`config.mk`:
```
export PLATFORM = sky130hd
export DESIGN_NAME = z80_bus_sequencer
export DESIGN_NICKNAME = d
export VERILOG_FILES = /design/src/rtl/z80_bus_sequencer_pkg.sv /design/src/rtl/z80_edge_pulse.sv /design/src/rtl/z80_bus_sequencer.sv
export SDC_FILE = /design/constraint.sdc
export NUM_CORES = 1
export LEC_CHECK = 0
export ABC_AREA = 1
export CORE_MARGIN = 4
export CORE_UTILIZATION = 45
export CTS_CLUSTER_DIAMETER = 60
export DETAILED_ROUTE_END_ITERATION = 16
export GPL_ROUTABILITY_DRIVEN = 0
export PLACE_DENSITY_LB_ADDON = 0.2
export SLEW_MARGIN = 20
export SYNTH_ARGS = -nofsm -noshare
export SYNTH_HDL_FRONTEND = slang
export SYNTH_HIERARCHICAL = 1
export SYNTH_SLANG_ARGS = --single-unit
export TNS_END_PERCENT = 20
```
`constraint.sdc`:
```
create_clock -name clk -period 1.7 [get_ports clk]
set_input_delay 0.34 -clock clk [delete_from_list [all_inputs] [get_ports clk]]
set_output_delay 0.34 -clock clk [all_outputs]
set_load 0.1 [all_outputs]
```
`src/rtl/z80_bus_sequencer_pkg.sv`:
```
// Shared types for the Z80 bus sequencer: FSM state encoding, bus-cycle codes and a
// counter sizing helper.
package z80_bus_sequencer_pkg;

  typedef enum logic [1:0] {
    IDLE    = 2'd0,
    FIXED   = 2'd1,
    ACKWAIT = 2'd2,
    DONE    = 2'd3
  } seq_state_e;

  // Bus-cycle type codes; also the bit index of each qualifier in the decode vector.
  typedef enum logic [2:0] {
    CycMr = 3'd0,
    CycOf = 3'd1,
    CycMw = 3'd2,
    CycIr = 3'd3,
    CycIw = 3'd4,
    CycIa = 3'd5
  } cycle_e;

  localparam int unsigned NumQual = 6;

  // The tick counter serves both the fixed wait and the ack timeout.
  function automatic int unsigned cnt_width(input int unsigned ack_timeout,
                                            input int unsigned io_wait);
    int unsigned m;
    m = (ack_timeout > io_wait) ? ack_timeout : io_wait;
    return (m < 1) ? 1 : $clog2(m + 1);
  endfunction

endpackage

```
`src/rtl/z80_edge_pulse.sv`:
```
// Registered rising-edge detector: 'rise' is the combinational edge, 'pulse' its
// one-clock registered copy.
module z80_edge_pulse (
  input  logic clk,
  input  logic rst,
  input  logic level,
  output logic rise,
  output logic pulse
);

  logic prev_q;

  assign rise = level & ~prev_q;

  always_ff @(posedge clk) begin
    if (rst) begin
      prev_q <= 1'b0;
      pulse  <= 1'b0;
    end else begin
      prev_q <= level;
      pulse  <= rise;
    end
  end

endmodule

```
`src/rtl/z80_bus_sequencer.sv`:
```
// Turns Z80 bus controls into one-clock access strobes with latched address/data and
// stretches I/O cycles through wait_n (fixed ticks or ack handshake with timeout).
module z80_bus_sequencer
  import z80_bus_sequencer_pkg::*;
#(
  parameter int unsigned IO_WAIT_TICKS = 0,
  parameter int unsigned ACK_TIMEOUT   = 15
) (
  input  logic        clk,
  input  logic        rst,
  input  logic        clk_enable,
  input  logic        m1_n,
  input  logic        mreq_n,
  input  logic        iorq_n,
  input  logic        rd_n,
  input  logic        wr_n,
  input  logic        rfsh_n,
  input  logic [15:0] A,
  input  logic [7:0]  dout,
  input  logic        io_slow,
  input  logic        io_ack,
  output logic        wait_n,
  output logic        mem_rd_stb,
  output logic        opfetch_stb,
  output logic        mem_wr_stb,
  output logic        io_rd_stb,
  output logic        io_wr_stb,
  output logic        inta_stb,
  output logic [15:0] addr_q,
  output logic [7:0]  wdata_q,
  output logic        timeout_stb
);

  localparam int unsigned CntW = cnt_width(ACK_TIMEOUT, IO_WAIT_TICKS);

  logic [NumQual-1:0] qual;
  logic [NumQual-1:0] rise;
  logic [NumQual-1:0] pulse;
  seq_state_e         state_q;
  logic [CntW-1:0]    cnt_q;
  logic [CntW-1:0]    cnt_inc;
  logic               io_start;

  assign qual[CycMr] = ~mreq_n & ~rd_n & rfsh_n;
  assign qual[CycOf] = qual[CycMr] & ~m1_n;
  assign qual[CycMw] = ~mreq_n & ~wr_n;
  assign qual[CycIr] = ~iorq_n & ~rd_n & m1_n;
  assign qual[CycIw] = ~iorq_n & ~wr_n;
  assign qual[CycIa] = ~iorq_n & ~m1_n;

  for (genvar i = 0; i < NumQual; i++) begin : g_edge
    z80_edge_pulse u_edge (
      .clk  (clk),
      .rst  (rst),
      .level(qual[i]),
      .rise (rise[i]),
      .pulse(pulse[i])
    );
  end

  assign mem_rd_stb  = pulse[CycMr];
  assign opfetch_stb = pulse[CycOf];
  assign mem_wr_stb  = pulse[CycMw];
  assign io_rd_stb   = pulse[CycIr];
  assign io_wr_stb   = pulse[CycIw];
  assign inta_stb    = pulse[CycIa];

  // Saturating increment so a long stall can never wrap back below the limit.
  assign cnt_inc  = (cnt_q == {CntW{1'b1}}) ? cnt_q : cnt_q + CntW'(1);
  assign io_start = rise[CycIr] | rise[CycIw];

  always_ff @(posedge clk) begin
    if (rst) begin
      state_q     <= IDLE;
      cnt_q       <= '0;
      wait_n      <= 1'b1;
      timeout_stb <= 1'b0;
      addr_q      <= '0;
      wdata_q     <= '0;
    end else begin
      timeout_stb <= 1'b0;
      if (|rise) addr_q <= A;
      if (rise[CycMw] | rise[CycIw]) wdata_q <= dout;

      unique case (state_q)
        IDLE: begin
          if (io_start) begin
            cnt_q <= '0;
            if (io_slow && !io_ack) begin
              state_q <= ACKWAIT;
              wait_n  <= 1'b0;
            end else if (!io_slow && (IO_WAIT_TICKS > 0)) begin
              state_q <= FIXED;
              wait_n  <= 1'b0;
            end else begin
              state_q <= DONE;
            end
          end
        end
        FIXED: begin
          if (clk_enable) begin
            cnt_q <= cnt_inc;
            if (cnt_inc >= CntW'(IO_WAIT_TICKS)) begin
              wait_n  <= 1'b1;
              state_q <= DONE;
            end
          end
        end
        ACKWAIT: begin
          // An ack arriving on the expiry tick takes precedence over the timeout.
          if (io_ack) begin
            wait_n  <= 1'b1;
            state_q <= DONE;
          end else if (clk_enable) begin
            cnt_q <= cnt_inc;
            if (cnt_inc >= CntW'(ACK_TIMEOUT)) begin
              wait_n      <= 1'b1;
              timeout_stb <= 1'b1;
              state_q     <= DONE;
            end
          end
        end
        DONE: begin
          if (iorq_n) state_q <= IDLE;
        end
        default: state_q <= IDLE;
      endcase
    end
  end

endmodule

```
# Word level (Yosys, flattened, before mapping)
# Cells that the tools add are included.
# word_totals
out_inout_bits	32
reg_bits	44
elab_cells	94
inputBits	35
# op_classes
magnitude_cmp	2
n_reduce_logical	9
addsub	1
eq_ne	12
n_bitwise	29
n_mux	23
# ops
operator	count
$mux 4	4
$and 1x1->1	14
$mux 2	7
$not 1->1	13
$ne 2x2->1 const B	6
$pmux 4 s3	1
$mux 1	9
$pmux 2 s4	1
$reduce_and 7->1	1
$ne 3x3->1 const B	2
$reduce_and 6->1	1
$reduce_or 6->1	1
$add 4x1->4 const B	1
$eq 2x2->1 const B	2
$eq 4x4->1 const B	1
$ge 4x1->1 const B	1
$ge 4x4->1 const B	1
$reduce_or 4->1	1
$pmux 1 s3	1
$reduce_and 3->1	1
$reduce_bool 3->1	1
$eq 2x1->1 const B	1
$logic_not 2->1	1
$or 1x1->1	2
2 further kinds	2

# Logic depth before layout (Yosys ltp)
# logic_depth
ltp_word	7
ltp_mapped	12

# By module
# The synthesis kept the hierarchy.
# by_module_without_submodules
module	cells_each	seq_area_each_um2	area_per_inst_um2	instances
z80_bus_sequencer	213	640.6	1540.2	1
z80_edge_pulse	8	40.0	65.1	6

# Least setup slack after synthesis
# Ideal clock, no wire load.
# synth_path
path_type	input-to-reg
from	input rd_n
to	register cnt_q[2]
slack_ns	0.162
arrival_time_ns	1.467
n_path_buf	0
cell_stages	10
path_cell_list	nor3b_1 -> inv_1 -> nor2_1 -> or2_2 -> nor2_1 -> inv_1 -> nand3_1 -> nor2_1 -> o21ai_0 -> a21oi_1
# synth_via
elab_chain_len	7
# synth_lines
item	line	text
start, declared	z80_bus_sequencer.sv:15	input logic rd_n,
$not 1->1	z80_bus_sequencer.sv:47	assign qual[CycIr] = ~iorq_n & ~rd_n & m1_n;
$and 1x1->1 (2 in a row)	z80_bus_sequencer.sv:47	
$and 1x1->1	z80_edge_pulse.sv:13	assign rise = level & ~prev_q;
named net rise[3]	z80_bus_sequencer.sv:37	logic [NumQual-1:0] rise;
$or 1x1->1	z80_bus_sequencer.sv:70	assign io_start = rise[CycIr] | rise[CycIw];
$ne 2x2->1 (no source line)	--	
$reduce_and 3->1 (no source line)	--	
end signal, assigned	z80_bus_sequencer.sv:102	cnt_q <= cnt_inc;
end signal, assigned	z80_bus_sequencer.sv:115	cnt_q <= cnt_inc;
end, declared	z80_bus_sequencer.sv:40	logic [CntW-1:0] cnt_q;
# The timed path passes the listed nets, and every way through them passes these cells.
# A chain may end at the register's enable or synchronous reset.

# Final worst setup path
# layout_path
from	input rfsh_n
to	register addr_q[11]
# layout_via
elab_chain_len	4
# layout_lines
item	line	text
start, declared	z80_bus_sequencer.sv:17	input logic rfsh_n,
$and 1x1->1	z80_bus_sequencer.sv:44	assign qual[CycMr] = ~mreq_n & ~rd_n & rfsh_n;
$and 1x1->1	z80_bus_sequencer.sv:45	assign qual[CycOf] = qual[CycMr] & ~m1_n;
named net qual[1]	z80_bus_sequencer.sv:36	logic [NumQual-1:0] qual;
$and 1x1->1	z80_edge_pulse.sv:13	
named net rise[1]	z80_bus_sequencer.sv:37	
$reduce_or 6->1	z80_bus_sequencer.sv:82	if (|rise) addr_q <= A;
end signal, assigned	z80_bus_sequencer.sv:78	addr_q <= '0;
end signal, assigned	z80_bus_sequencer.sv:82	
end, declared	z80_bus_sequencer.sv:29	output logic [15:0] addr_q,
# The timed path passes the listed nets, and every way through them passes these cells.

==> flow_results.org <==
** Setup path
- Library cell contributing the largest single delay on the critical path :: clkdlybuf4s50_1
- Along the worst path, the maximum fanout reaches 8.
- Data on the critical path arrives at its endpoint at 1900 ps.
- Req. time, crit path :: 1940 ps
- The largest single stage delay on the critical path is 450 ps.
- STA classifies the critical path endpoint as a flip-flop.
- Critical path type :: input pin to flip-flop
- CP startpoint kind :: input pin
- The most numerous cell type found on the critical path is inv_1.
- Walking the worst path, the cells encountered are clkdlybuf4s50_1, inv_1, nor4_2, inv_1, nor2_2, nor4_4, buf_6, nand2_4, nand2_1, a21oi_2.

** Power and ir drop
- Per report_power, the sequential group accounts for 36.5% of the total.
- Portion of total power attributed to combinational logic :: 45.5%
- Summed over all nets, the switching power comes to 0.00137 W.
- In this run switching power makes up 40.4% of total power.
- In this run the static leakage power is 1.46 nW.
- The internal power of the cells totals about 0.0020 W.
- Clock group share of total power :: 18.0%
- Across the VDD grid, the largest voltage drop is ~0.00085 V.
- For this design the ratio of total power to cell area is 1050 mW/mm^2.

** Clocking
- Clock-pin slew of the registers on the worst-case setup and hold paths :: 80 ps
- The clock tree synthesis step divided the H-tree into 2 levels.
- The clock net in this run drives a total of 44 sinks.
- CTS max path bufs :: 2
- The later pin in the worst-skew pair is clocked with a latency of 300 ps.
- Buffers inserted during clock tree synthesis total 5.
- CTS tree :: yes
- Clock tree synthesis selected as its root buffer the cell clkbuf_8.

** Floorplan
- The floorplan step set the die height to around 74 um.
- 67 I/O pins were placed.
- Die footprint :: 0.00540 sq mm
- After floorplanning, the core was sized to cover 0.00409 sq mm.
- Initial core utilization :: 47.2%
- Chip Width :: around 74 um
- Number of cell rows :: 23

** Global route
- The initial antenna violation count came to 0.
- The first global-routing pass estimated ~7600 um of wire.
- Maximum number of pins on one net before global-route repair :: 17
- The via count of the first global-routing pass was 1776.
- Global routing used a little under a fifth of the available tracks across all layers.
- Global-route congestion overflow total :: 0

** STA
- Fmax :: 602 MHz
- Headroom to the max-slew limit :: about three quarters
- Min Clock Period, post-route :: roughly 1700 ps
- Final worst-path setup slack :: roughly 38 ps
- Final Hold Viols :: 0
- Unrepaired setup endpoints after global routing :: yes
- Slew at the pin with the worst max-slew slack :: 368 ps
- Between clock sinks in the finished design, the worst skew comes to 7.49 ps.
- Final setup violating endpoints :: 0
- Dividing the final minimum period by the clock period gives 97.8%.
- Count of final max-slew check failures :: 0

** Finish
- Number of fill cells :: about 270
- 0 antenna diodes ended up in the layout.
- Cell area after layout :: 0.00323 sq mm
- In the final layout, the share of cells above drive strength 1 is 25.1%.
- Number of nets in the final layout :: 385
- Post-Layout Cell Count :: 393
- Compared with the post-synthesis result, the final layout area differs by 67.4%.

** Logic synthesis
- Gate count after technology mapping :: around 260
- When the netlist entered floorplanning its net count stood at 303.
- Post-synthesis async set-or-reset flop share :: 0%
- Avg Synthesized Cell Area :: between 7 and 8 sq um
- Main area contributors after synthesis :: dfxtp_1 (46%), nand2_1 (9.7%), inv_1 (7.2%), nor2_1 (7.2%), nand3_1 (6.2%)
- nand2_1 is the most common cell in the netlist.
- Prevailing post-synth register cell :: dfxtp_1
- The biggest area contributor in the post-synthesis netlist is dfxtp_1.
- Flip-flop and latch count after synthesis :: 44
- Yosys cell types :: 24
- Share of the synthesized area in the top cell type :: 45.6%
- Commonest cells in the synthesized netlist :: nand2_1 (50), dfxtp_1 (44), inv_1 (37), nor2_1 (37), nand3_1 (24)
- Sequential element share of the synthesized area :: 45.6%
- Number of synthesis warnings :: 6
- After synthesis the cells add up to approximately 0.0019 sq mm.
- Number of synthesized flops with an enable pin :: 0

** Detailed routing
- In this run, the number of DRC markers left after iteration 0 of detailed routing was around 110.
- In the routed layout, each cell is associated on average with a via count of 4.86.
- Antenna viol nets, final :: 0
- Total number of vias :: 1909
- Number of search-and-repair iterations in the first detailed-routing pass :: 4
- Dividing the detail-routed wire length by the instance count gives 12.6 um.
- Total wire length after detailed routing :: 4960 um
- After detailed routing, the number of remaining DRC violations is 0.

** Hold path
- Hold Crit Class :: input pin to flip-flop

** Placed design
- The placed instances occupy a cell area of 0.00306 sq mm.
- Cell count after placement :: 384
- Detailed placement ended at an HPWL of 3740 um.
- Post-place setup slack :: -495 ps
- Port buffering added 66 buffers.

** Run
- Number of maximum-capacitance violations :: 0

** Run status
- Outcome :: finished clean
-- power by group through the flow --
stage | combinational [W] | clock, W | sequential (W)
after floorplan | 0.000508 | 0 | 0.00163
after global placement | 0.00143 | 0 | 0.00124
after detailed placement | 0.00147 | 0 | 0.00125
after CTS | 0.00151 | 0.000628 | 0.00122
after global routing | 0.00166 | 0.000667 | 0.00125
final | 0.00154 | 0.000610 | 0.00124
-- per-layer routing --
layer	vias to the layer above	part of all wire (%)	GRT usage [%]
li1	986	-	-
met1	858	40	20.1
met2	60	50	31.5
met3	5	8.9	7.11
met4	0	1.1	7.24
met5	-	0	0
-- logic make-up (layout without fill, tap and decap cells) --
family / count (synthesis) / count (layout) / synth area share, %
simple gates: 131 / 132 / 31.0
buf+inv: 45 / 126 / 9.85
flops: 44 / 44 / 45.6
compound gates: 34 / 34 / 8.94
fa+ha+maj: 7 / 7 / 4.54
-- worst max-delay path: cells and delay by family --
family / cells / cell delay [ps]
buf+inv: 4 / 750
simple gates: 5 / 650
compound gates: 1 / 140
-- layout make-up --
type	count	area [sq um]	share of cell area, %
clock inverters	1	5.00	0.155
inverters	38	144	4.45
repair buffers	81	1130	34.9
clock buffers	6	72.6	2.25
multi-input cells	173	936	29.0
flip-flops and latches	44	885	27.4
well taps	50	62.6	1.94
-- path summary, 6_finish.rpt --
check | cells past startpoint | slack (ps) | start | endpoint
hold reg to reg | 1 | 430 | g_edge[3].u_edge/prev_q | g_edge[3].u_edge/pulse
setup reg to reg | 9 | 140 | state_q[1] | wait_n
setup / recovery | 10 | 40 | rfsh_n | addr_q[11]
hold / removal | 4 | 410 | wr_n | g_edge[4].u_edge/pulse
-- registers in the layout (all words and copies together) (netlist names) --
signal,flops
state_q,2
timeout_stb,1
g_edge.u_edge/pulse,6
wdata_q,8
wait_n,1
cnt_q,4
addr_q,16
g_edge.u_edge/prev_q,6
-- through the flow --
step	setup TNS (ps)	utilization [%]	total power, W	hold slack (ps)
6_report	0	79.1	0.00339	406
5_1_grt	-69.6	79.1	0.00357	439
4_1_cts	0	77.8	0.00336	430
3_5_place_dp	-11780	74.8	0.00272	418
3_3_place_gp	-10200	74.8	0.00268	410
2_1_floorplan	0	-	0.00214	405
-- layout by cell type, fill, tap and decap left out, drive strengths merged --
cell type and count:
dlygate4sd2 3, nand4 3, nand3 26, nor3b 1, nand2 53, o21ai 11, nor4 3, clkbuf 6
clkdlybuf4s50 29, clkinv 2, nor3 1, dlymetal6s2s 2, or2 1, nor2 44, a22oi 1, inv 37
dfxtp 44, buf 47, a21oi 22, ha 7
-- repair_timing --
| item | CTS | global route |
|---|---|---|
| cloned | 1 | 0 |
| setup buffers | 1 | 0 |
| hold buffers | 0 | 0 |
| resized for setup | 12 | 17 |
| pin swaps | 3 | 1 |
| endpoints found under the setup margin | 22 | 29 |
No activity file was read; power rests on OpenSTA's default activity.
